$ cat src/rtl/tge_txs_pkg.sv
// Shared sizes and state type for the 10GbE TX staging buffer playback path.
package tge_txs_pkg;

    localparam int unsigned TGE_TXS_AW = 13;
    localparam int unsigned TGE_TXS_DW = 128;

    typedef enum logic [1:0] {
        StIdle,
        StRun,
        StDone
    } tge_txs_state_e;

endpackage

$ cat src/rtl/tge_txs_skid_fifo.sv
// Two-entry first-word-fall-through FIFO between the BRAM read port and the TX stream.
// When empty, an incoming word is presented on the head in the same cycle it arrives.
module tge_txs_skid_fifo
    import tge_txs_pkg::*;
#(
    parameter int unsigned DW = TGE_TXS_DW
) (
    input  logic          clk,
    input  logic          rst_n,
    input  logic          push,
    input  logic [DW-1:0] push_data,
    input  logic          pop,
    input  logic          flush,
    output logic [DW-1:0] head_data,
    output logic          head_valid,
    output logic [1:0]    count
);

    logic [DW-1:0] mem_q [2];
    logic          wr_ptr_q;
    logic          rd_ptr_q;
    logic [1:0]    count_q;
    logic          empty;
    logic          bypass;
    logic          do_write;
    logic          do_read;

    always_comb begin
        empty      = (count_q == 2'd0);
        head_valid = !empty || push;
        head_data  = '0;
        if (!empty) begin
            head_data = mem_q[rd_ptr_q];
        end else if (push) begin
            head_data = push_data;
        end
        // A word consumed on arrival into an empty FIFO never touches storage.
        bypass   = empty && push && pop;
        do_write = push && !bypass;
        do_read  = pop && !empty;
    end

    always_ff @(posedge clk or negedge rst_n) begin
        if (!rst_n) begin
            mem_q[0] <= '0;
            mem_q[1] <= '0;
            wr_ptr_q <= 1'b0;
            rd_ptr_q <= 1'b0;
            count_q  <= 2'd0;
        end else if (flush) begin
            wr_ptr_q <= 1'b0;
            rd_ptr_q <= 1'b0;
            count_q  <= 2'd0;
        end else begin
            if (do_write) begin
                mem_q[wr_ptr_q] <= push_data;
                wr_ptr_q        <= ~wr_ptr_q;
            end
            if (do_read) begin
                rd_ptr_q <= ~rd_ptr_q;
            end
            count_q <= count_q + {1'b0, do_write} - {1'b0, do_read};
        end
    end

    assign count = count_q;

endmodule

$ cat src/rtl/tge_txs_bram_playback.sv
// Drains the TX staging BRAM through port A and plays len words out as a valid/ready stream
// with end-of-frame marking on the last word.
module tge_txs_bram_playback
    import tge_txs_pkg::*;
#(
    parameter int unsigned AW     = TGE_TXS_AW,
    parameter int unsigned DW     = TGE_TXS_DW,
    parameter int unsigned RD_LAT = 1
) (
    input  logic          clk,
    input  logic          rst_n,
    input  logic          start,
    input  logic [AW:0]   len,
    input  logic          abort,
    output logic          bram_en_a,
    output logic          bram_we,
    output logic [AW-1:0] bram_addr,
    output logic [DW-1:0] bram_wr_data,
    input  logic [DW-1:0] bram_rd_data,
    output logic [DW-1:0] tx_data,
    output logic          tx_valid,
    output logic          tx_eof,
    input  logic          tx_ready,
    output logic          busy,
    output logic          done
);

    localparam logic [AW:0] MaxLen = {1'b1, {AW{1'b0}}};
    localparam logic [AW:0] One    = {{AW{1'b0}}, 1'b1};

    tge_txs_state_e    state_q;
    tge_txs_state_e    state_d;
    logic [AW:0]       len_q;
    logic [AW:0]       issued_q;
    logic [AW:0]       sent_q;
    logic [AW:0]       len_clamped;
    logic [RD_LAT-1:0] inflight_q;
    logic [RD_LAT-1:0] inflight_d;
    int unsigned       pending;
    logic [1:0]        fifo_count;
    logic              fifo_valid;
    logic [DW-1:0]     fifo_data;
    logic              fifo_push;
    logic              fifo_pop;
    logic              start_ok;
    logic              issue;
    logic              last_word;

    always_comb begin
        start_ok    = start && !abort && (state_q == StIdle);
        len_clamped = (len > MaxLen) ? MaxLen : len;

        // Words already committed to the FIFO: stored ones plus reads still in the BRAM pipe.
        pending = 32'(fifo_count);
        for (int i = 0; i < RD_LAT; i++) begin
            pending = pending + 32'(inflight_q[i]);
        end

        issue = (state_q == StRun) && !abort && (issued_q < len_q) && (pending < 2);

        inflight_d    = '0;
        inflight_d[0] = issue;
        for (int i = 1; i < RD_LAT; i++) begin
            inflight_d[i] = inflight_q[i-1];
        end

        fifo_push = inflight_q[RD_LAT-1] && (state_q == StRun);
        fifo_pop  = fifo_valid && tx_ready && (state_q == StRun);
        last_word = ((sent_q + One) == len_q);

        state_d = state_q;
        unique case (state_q)
            StIdle: begin
                if (start_ok) begin
                    state_d = (len == '0) ? StDone : StRun;
                end
            end
            StRun: begin
                if (fifo_pop && last_word) begin
                    state_d = StDone;
                end
            end
            StDone:  state_d = StIdle;
            default: state_d = StIdle;
        endcase
        if (abort) begin
            state_d = StIdle;
        end
    end

    always_ff @(posedge clk or negedge rst_n) begin
        if (!rst_n) begin
            state_q    <= StIdle;
            len_q      <= '0;
            issued_q   <= '0;
            sent_q     <= '0;
            inflight_q <= '0;
        end else begin
            state_q    <= state_d;
            // Dropping the pipe bits discards read data still arriving after an abort.
            inflight_q <= abort ? '0 : inflight_d;
            if (start_ok) begin
                len_q    <= len_clamped;
                issued_q <= '0;
                sent_q   <= '0;
            end else begin
                if (issue) begin
                    issued_q <= issued_q + One;
                end
                if (fifo_pop) begin
                    sent_q <= sent_q + One;
                end
            end
        end
    end

    tge_txs_skid_fifo #(
        .DW (DW)
    ) u_fifo (
        .clk        (clk),
        .rst_n      (rst_n),
        .push       (fifo_push),
        .push_data  (bram_rd_data),
        .pop        (fifo_pop),
        .flush      (abort),
        .head_data  (fifo_data),
        .head_valid (fifo_valid),
        .count      (fifo_count)
    );

    assign bram_en_a    = issue;
    assign bram_we      = 1'b0;
    assign bram_addr    = issued_q[AW-1:0];
    assign bram_wr_data = '0;
    assign tx_data      = fifo_data;
    assign tx_valid     = fifo_valid;
    assign tx_eof       = fifo_valid && last_word;
    assign busy         = (state_q == StRun);
    assign done         = (state_q == StDone);

endmodule
$ cat config.mk
export PLATFORM = sky130hd
export DESIGN_NAME = tge_txs_bram_playback
export DESIGN_NICKNAME = d
export VERILOG_FILES = /design/src/rtl/tge_txs_pkg.sv /design/src/rtl/tge_txs_skid_fifo.sv /design/src/rtl/tge_txs_bram_playback.sv
export SDC_FILE = /design/constraint.sdc
export NUM_CORES = 1
export LEC_CHECK = 0
export ABC_CLOCK_PERIOD_IN_PS = 2900
export CORE_ASPECT_RATIO = 0.75
export CORE_MARGIN = 2
export CORE_UTILIZATION = 46
export CTS_CLUSTER_DIAMETER = 30
export CTS_CLUSTER_SIZE = 10
export DETAILED_ROUTE_END_ITERATION = 12
export MAX_ROUTING_LAYER = met4
export PLACE_DENSITY = 0.78
export SLEW_MARGIN = 0
export SYNTH_ARGS = -nofsm -noshare
export SYNTH_HDL_FRONTEND = slang
export SYNTH_HIERARCHICAL = 1
export SYNTH_SLANG_ARGS = --single-unit
$ cat constraint.sdc
create_clock -name clk -period 2.9 [get_ports clk]
set_input_delay 0.58 -clock clk [delete_from_list [all_inputs] [get_ports clk]]
set_output_delay 0.58 -clock clk [all_outputs]
set_load 0.02 [all_outputs]
-- Word level (Yosys, flattened, before mapping)
Index checks and enable logic that the tools add are counted.
- flip-flop bits (word level): 305
- logic and storage cells: 83
- input bits: 147
- output and inout bits: 275
- bitwise gates (word level): 5
- reduce and logical (&&, ||, !) cells: 28
- equality and inequality tests: 5
- $add $sub $neg: 5
- multiplexer cells: 24
- magnitude comparators: 6
- operators with widths (kind ; number):
    128-bit two-way mux ; 6
    256-bit bitwise mux ; 1
    128-bit demux with 1-bit select ; 1
    14-bit two-way mux ; 5
    14-bit by 1-bit adder with 14-bit output (second input constant) ; 2
    1-bit logical AND ; 15
    14-bit == test ; 1
    14-bit > comparator (second input constant) ; 1
    14-bit logical NOT ; 1
    14-bit less-than comparator ; 1
    2-bit two-way mux ; 5
    2-bit nonzero test ; 4
    1-bit two-way mux ; 5
    2-bit greater-or-equal comparator (second input constant) ; 2
    2-bit logical NOT ; 2
    1-bit NOT with 2-bit output ; 2
    2-bit one-hot mux with 2 select lines ; 1
    2-bit AND reduction ; 2
    2-bit by 1-bit adder with 3-bit output ; 1
    1-bit logical NOT ; 3
    3-bit by 2-bit less-than comparator with 1-bit output (second input constant) ; 1
    3-bit by 2-bit inequality test with 1-bit output (second input constant) ; 1
    3-bit inequality test (second input constant) ; 1
    1-bit NOT ; 3
    6 further kinds ; 6

-- Logic depth before layout (Yosys ltp)
Gate-level depths: netlist of the first run.
- depth after elaboration: 11
- mapped depth: 14
- depth with buffers taken out: 12

-- Hierarchy
The synthesis of the first run kept the hierarchy.
- by module, submodules not included (module ; times used ; area each (µm²) ; seq. area each (µm²) ; cells an instance):
    tge_txs_skid_fifo ; 1 ; 12962.4 ; 6506.2 ; 1007
    tge_txs_bram_playback ; 1 ; 4156.5 ; 1126.1 ; 486

-- Worst setup path before layout of the first run
OpenSTA, ideal clock, no wires.
- path type: register to register
- from: register state_q[1]
- to: register u_fifo/mem_q[222] (netlist bit)
- library setup time: 0.125 ns
- stages on the path, launching flop included: 13
- required time: 2.775 ns
- period minus slack after synthesis: 3.374 ns
- buffers on the path: 4
- data arrival time: 3.249 ns
- setup slack: -0.474 ns
- cell sequence: dfrtp_1 -> nor2b_2 -> and2_1 -> clkbuf_1 -> clkbuf_1 -> or3_1 -> nand3_1 -> clkinv_1 -> or3b_4 -> nand3_1 -> buf_2 -> buf_4 -> mux2_2
- longest elaborated chain between the ends: 9
- elaborated cells on any way between the ends: 10
- classes of those cells: eq/ne (1); reduce/logical (9)
- RTL lines (what ; line ; source):
    start, declared ; tge_txs_bram_playback.sv:31 ; tge_txs_state_e state_q;
    start signal, assigned ; tge_txs_bram_playback.sv:93 ; state_q <= StIdle;
    start signal, assigned ; tge_txs_bram_playback.sv:99 ; state_q <= state_d;
    2-bit by 1-bit == test with 1-bit output ; n/a ;
    via busy ; tge_txs_bram_playback.sv:24 ; output logic busy,
    1-bit logical AND ; tge_txs_bram_playback.sv:67 ; fifo_push = inflight_q[RD_LAT-1] && (state_q == StRun);
    via fifo_push ; tge_txs_bram_playback.sv:43 ; logic fifo_push;
    1-bit logical OR ; tge_txs_skid_fifo.sv:30 ; head_valid = !empty || push;
    via tx_valid ; tge_txs_bram_playback.sv:21 ; output logic tx_valid,
    1-bit logical AND (2 in a row) ; tge_txs_bram_playback.sv:68 ; fifo_pop = fifo_valid && tx_ready && (state_q == StRun);
    via fifo_pop ; tge_txs_bram_playback.sv:44 ; logic fifo_pop;
    1-bit logical AND ; tge_txs_skid_fifo.sv:38 ; bypass = empty && push && pop;
    1-bit logical NOT ; tge_txs_skid_fifo.sv:39 ; do_write = push && !bypass;
    1-bit logical AND ; tge_txs_skid_fifo.sv:39 ;
    2-bit AND reduction (no line) ; n/a ;
    end signal, assigned by index ; tge_txs_skid_fifo.sv:56 ; mem_q[wr_ptr_q] <= push_data;
    end, declared ; tge_txs_skid_fifo.sv:19 ; logic [DW-1:0] mem_q [2];
The timed path passes the listed nets, and every way through them passes these cells.
A chain may end at the register's enable or synchronous reset.

-- Final worst setup path of the first run
- from: register sent_q[10]
- to: output port tx_eof
- longest elaborated chain between the ends: 3
- RTL lines (what ; line ; source):
    start, declared ; tge_txs_bram_playback.sv:35 ; logic [AW:0] sent_q;
    start signal, assigned ; tge_txs_bram_playback.sv:111 ; sent_q <= sent_q + One;
    14-bit by 1-bit adder with 14-bit output ; tge_txs_bram_playback.sv:69 ; last_word = ((sent_q + One) == len_q);
    14-bit == test ; tge_txs_bram_playback.sv:69 ;
    1-bit logical AND ; tge_txs_bram_playback.sv:137 ; assign tx_eof = fifo_valid && last_word;
    end, declared ; tge_txs_bram_playback.sv:22 ; output logic tx_eof,
Every way passes these cells.

==> results of run 1 <==
==> metrics by stage <==
| step | instances | utilization | hold WS, ns | TNS, ns |
|---|---|---|---|---|
| 5_1_grt | 2378 | 0.609 | 0.510 | -0.675 |
| 4_1_cts | 2374 | 0.611 | 0.502 | -0.422 |
| 2_1_floorplan | 1621 | - | 0.284 | -0.408 |
| 6_report | 2379 | 0.609 | 0.499 | -0.205 |
| 3_3_place_gp | 2254 | 0.554 | 0.485 | -0.279 |
| 3_5_place_dp | 2254 | 0.554 | 0.491 | -0.258 |
==> metal layers <==
metal / vias to the layer above / wire, um / share of wire / track usage
met2: 383 / 21600 / 0.48 / 0.369
li1: 5751 / - / - / -
met4: 0 / 771 / 0.017 / 0.0546
met1: 6305 / 20300 / 0.45 / 0.311
met5: - / 0 / 0 / -
met3: 56 / 2380 / 0.053 / 0.0361
==> state kept, by name (all words and copies together), names as in the netlist <==
register and count:
len_q 14, sent_q 14, u_fifo/mem_q 256, inflight_q 1, issued_q 14, u_fifo/rd_ptr_q 1, u_fifo/wr_ptr_q 1, u_fifo/count 2
state_q 2
==> cells by family after synthesis <==
family / synth area share
other cells: 0.000219
compound gates: 0.0734
xor+xnor: 0.00921
mux: 0.274
flops: 0.446
buf+inv: 0.0993
fa+ha+maj: 0.0124
simple gates: 0.0852
==> critical path, stage by stage, from the launching register on <==
cell and delay, ns:
dfrtp_1 0.40, xor2_2 0.19, or3_4 0.34, a2111oi_4 0.30, o32ai_2 0.13, nor3_2 0.23
and3_1 0.23, buf_6 0.12
==> how the worst max path moves through the flow <==
stage | start | to | slack, ns | cells past startpoint
after floorplan | state_q[0] | u_fifo/mem_q[10] | -0.005 | 12
after global placement | abort | bram_en_a | -0.17 | 5
after detailed placement | abort | bram_en_a | -0.17 | 5
after CTS | sent_q[10] | tx_eof | -0.30 | 7
after global routing | sent_q[0] | tx_eof | -0.32 | 8
final | sent_q[10] | tx_eof | -0.20 | 7
==> power groups by stage <==
stage	sequential (mW)	combinational, mW	clock (mW)
after detailed placement	5.57	2.70	0
final	5.53	2.79	6.63
after global placement	5.50	2.61	0
after global routing	5.62	3.04	6.98
after CTS	5.52	2.78	6.75
after floorplan	5.45	1.90	0
==> Yosys cell counts, drive strengths merged (2+ instances only) <==
cell and n:
inv 17, and2 4, nand3 142, nor3 10, nor2b 4, and3 7
a21boi 2, ha 17, buf 207, or3 3, a211o 2, o31ai 5
nor2 22, nand2b 21, o41ai 3, nand2 44, dfrtp 305, a31oi 2
a22o 10, o21ai 153, nand4 8, o21a 2, clkbuf 37, mux2i 142
xor2 10, a21o 2, mux2 257, xnor2 8, nor4 7, a2111oi 3
a21oi 21
==> what timing repair did <==
item,in CTS,in global routing
resized for setup,196,204
pin swaps,11,7
buffers inserted,10,3
endpoints found under the hold margin,47,0
hold buffers,1,0
endpoints found under the setup margin,130,158
gates cloned,2,2
==> area by class of cell <==
type,instances,share of cell area
clock inverter,37,0.0174
multi-input combinational,1054,0.374
antenna,2,0.000223
timing repair buffer,389,0.166
sequential,305,0.340
tap,504,0.0281
clock buffer,70,0.0711
inverter,18,0.00306
==> impl_metrics.ini, run 1 <==
[timing]
fmax_mhz = 322
setup_violations = 1
finalWorstSetupSlack_ns = -0.205
period_minus_slack_ns = 3.10
hold_viol = 0
rsz0062_at_grt = true
finClkSkew_ns = 0.0307
fin_crit_sh = 1.07
tightest_slew_ns = 0.563
maxSlewHeadroom = 0.625
slew_viol_final = 0

[critical_path]
cp.arrival_ns = 2.52
critPathMaxFanout = 3
r2r_cells = 9
crit_type = flop to output port
crit_path_end_kind = output port
r2r_slack_ns = 0.09
rr_startpoint = state_q[0]
cp.required_ns = 2.32
start_kind = flop
worstReg2RegEnd = u_fifo/mem_q[41]

[power]
power_switching_mw = 4.12
leakage_nw = 10.1
p_sw_frac = 0.276
peakVddDrop_v = 0.000702
seq_power_share = 0.370
internal_power_mw = 10.8
clockPowerShare = 0.444
totalPowerFinal_mw = 14.9
combPwrFrac = 0.186
powerDensity_nw_per_um2 = 665

[finish]
final_cell_mix = dfrtp_1 (300), clkdlybuf4s50_1 (160), mux2_2 (155)
stdcell_area_um2 = 22500
fill_cells = 2909
syn2layout_area_growth_pct = 31.2
layout_commonest_cell = dfrtp_1
multi_input_area_um2 = 8400
layout-drive-gt1-share = 0.304
final_nets = 1989
seq_area_um2 = 7640

[logic_synthesis]
ys_types = 65
yosys.area.top_type_share = 0.446
syn_avg_cell_area_um2 = 11.5
syn_inst = 1493
ys_ff_latch = 305
syn_area_um2 = 17100
synth_area_leader_cell = dfrtp_1
async_reset_ff_frac = 1.00
synth_edf_count = 0
synthFlopType = dfrtp_1
synth_area_leaders = dfrtp_1 (45%), mux2_2 (10%), mux2_4 (8.9%), mux2i_1 (8.3%), buf_4 (6.9%)
synth-seq-area-share = 0.446
yosysWarnings = 6

[detailed_routing]
wl_per_cell_um = 18.9
detail-route-antenna-nets = 0
routed_via_density = 5.25
num_vias = 12500
firstDrtPassIters = 5
drt_drc_violations_left = 0
wl_um = 45000
drt_iter0_drc = 866

[floorplan]
die_x_um = 227
io_pins = 422
initial_core_util = 0.464
core-area_um2 = 36900
fp-row-count = 61
die_height_um = 171
dieArea_um2 = 38800

[run_status]
violations = setup timing
status = complete, but fails checks

[clocking]
cts_tree = yes
clock-sinks = 305
clk_latency_ns = 0.58
clk_pin_slew_ns = 0.05
cts_root_buf = clkbuf_16
cts_buffers = 57
h-tree-depth = 2
clock_path_buffers = 3

[hold_path]
hold_depth = 1
worstHoldStart = u_fifo/mem_q[237]
hold_end = u_fifo/mem_q[237]
hold_class = flop to flop

[global_routing]
grt_remaining_overflow = 0
grt_max_degree = 71
grt_pass1_vias = 12700
grt_first_pass_wirelength_um = 69200
grt_usage = 0.231
antenna_found_initial = 1

[placement]
placed_area_um2 = 20400
gp_congestion = 0.910
place_ws_ns = -0.171
io_buffers = 292
dp_hpwl_um = 28600

[flow_run]
drv_cap = 0
(Power assumes the default switching activity.)
==> run 2: changes to the inputs <==
- ABC_CLOCK_PERIOD_IN_PS: 2900 -> default
- SKIP_CTS_REPAIR_TIMING: default -> 1
==> impl_metrics.ini, run 2 (synthesis results as in run 1) <==
[clocking]
clk_latency_ns = 0.58
cts_buffers = 57
clk_pin_slew_ns = 0.05
clock_path_buffers = 3
cts_root_buf = clkbuf_16
clock-sinks = 305
cts_tree = yes
h-tree-depth = 2

[timing]
rsz0062_at_grt = true
finClkSkew_ns = 0.0295
finalWorstSetupSlack_ns = -0.275
hold_viol = 0
fin_crit_sh = 1.09
whs_ns = 0.500
maxSlewHeadroom = 0.600
tightest_slew_ns = 0.600
tns_ns = -0.309
fmax_mhz = 315
slew_viol_final = 0
setup_violations = 2
period_minus_slack_ns = 3.18

[floorplan]
io_pins = 422
die_height_um = 171
core-area_um2 = 36900
fp-row-count = 61
initial_core_util = 0.464
die_x_um = 227
dieArea_um2 = 38800

[finish]
finalNonFillerCells = 2377
syn2layout_area_growth_pct = 34.3
layout-drive-gt1-share = 0.271
layout_commonest_cell = dfrtp_1
final_nets = 1987
final_cell_mix = dfrtp_1 (301), clkdlybuf4s50_1 (160), mux2_2 (155)
largest_register = u_fifo/mem_q
largest_register_ffs = 256

[placement]
io_buffers = 292
dp_hpwl_um = 28600
dp_cells = 2254
gp_congestion = 0.910
place_ws_ns = -0.171

[global_routing]
grt_max_degree = 98
antenna_found_initial = 1
grt_remaining_overflow = 0
grt_pass1_vias = 12700
grt_first_pass_wirelength_um = 68000
grt_usage = 0.226

[detailed_routing]
drt_drc_violations_left = 0
drt_iter0_drc = 918
firstDrtPassIters = 6
routed_via_density = 5.28
wl_um = 45600
num_vias = 12500
detail-route-antenna-nets = 0
wl_per_cell_um = 19.2

[critical_path]
r2r_slack_ns = 0.11
cp.required_ns = 2.32
cp.arrival_ns = 2.60
start_kind = flop
crit_type = flop to output port
critPathMaxFanout = 3
crit_path_end_kind = output port

[power]
totalPowerFinal_mw = 15.0
peakVddDrop_v = 0.000704
leakage_nw = 12.0
powerDensity_nw_per_um2 = 651

[run_status]
status = complete, but fails checks
violations = setup timing

[hold_path]
hold_class = flop to flop

[flow_run]
drv_cap = 0
[run 2: changes by cell type in the layout (fill, tap and decap cells not counted), moves of 3 or more]
cell	before	now
clkdlybuf4s15_2	3	0
clkdlybuf4s15_1	30	0
ha_1	14	17
dlygate4sd2_1	37	0
a21oi_2	6	2
dlymetal6s2s_1	0	119
clkbuf_2	56	6
a21oi_1	14	19
[run 2: metrics by stage]
step | instance area, um^2 | utilization
after floorplan | 17600 | -
final | 23000 | 0.624
after global placement | 20400 | 0.554
after global routing | 23000 | 0.623
after CTS | 22400 | 0.608
after detailed placement | 20400 | 0.554
[run 2: area by class of cell]
| cell class | instances | area [um^2] |
|---|---|---|
| multi-input cells | 1054 | 8380 |
| clock inverters | 37 | 390 |
| well taps | 504 | 631 |
| diodes | 2 | 5.00 |
| flip-flops and latches | 305 | 7640 |
| repair buffers | 387 | 4270 |
| inverters | 18 | 68.8 |
| fillers | 2810 | 13900 |
| clock buffers | 70 | 1600 |
[run 2: path summary, 6_finish.rpt]
| check | cells past startpoint | from | endpoint |
|---|---|---|---|
| setup / recovery | 7 | sent_q[10] | tx_eof |
| hold / removal | 1 | u_fifo/mem_q[237] | u_fifo/mem_q[237] |
| setup reg to reg | 9 | state_q[0] | u_fifo/mem_q[41] |
| max in group asynchronous | 4 | rst_n | u_fifo/mem_q[47] |
| hold reg to reg | 1 | u_fifo/mem_q[237] | u_fifo/mem_q[237] |
| min in group asynchronous | 2 | rst_n | u_fifo/mem_q[107] |
[run 2: per-layer routing]
layer / vias to the layer above / share of wire / track usage
met5: - / 0 / -
met4: 0 / 0.019 / 0.0566
met3: 65 / 0.055 / 0.0366
met2: 382 / 0.48 / 0.358
met1: 6349 / 0.45 / 0.303
li1: 5746 / - / -
[run 2: critical path, stage by stage, from the launching register on]
cell and delay, ns:
dfrtp_1 0.40, xor2_2 0.19, or3_4 0.34, a2111oi_4 0.30
o32ai_2 0.13, nor3_2 0.30, and3_1 0.23, buf_6 0.12
[run 2: where the power goes]
group          internal (mW)  total [mW]  leakage, nW  switching (mW)
registers               5.08        5.53         4.06           0.447
clock network           4.30        6.64        0.958            2.33
logic                   1.45        2.78         6.99            1.34
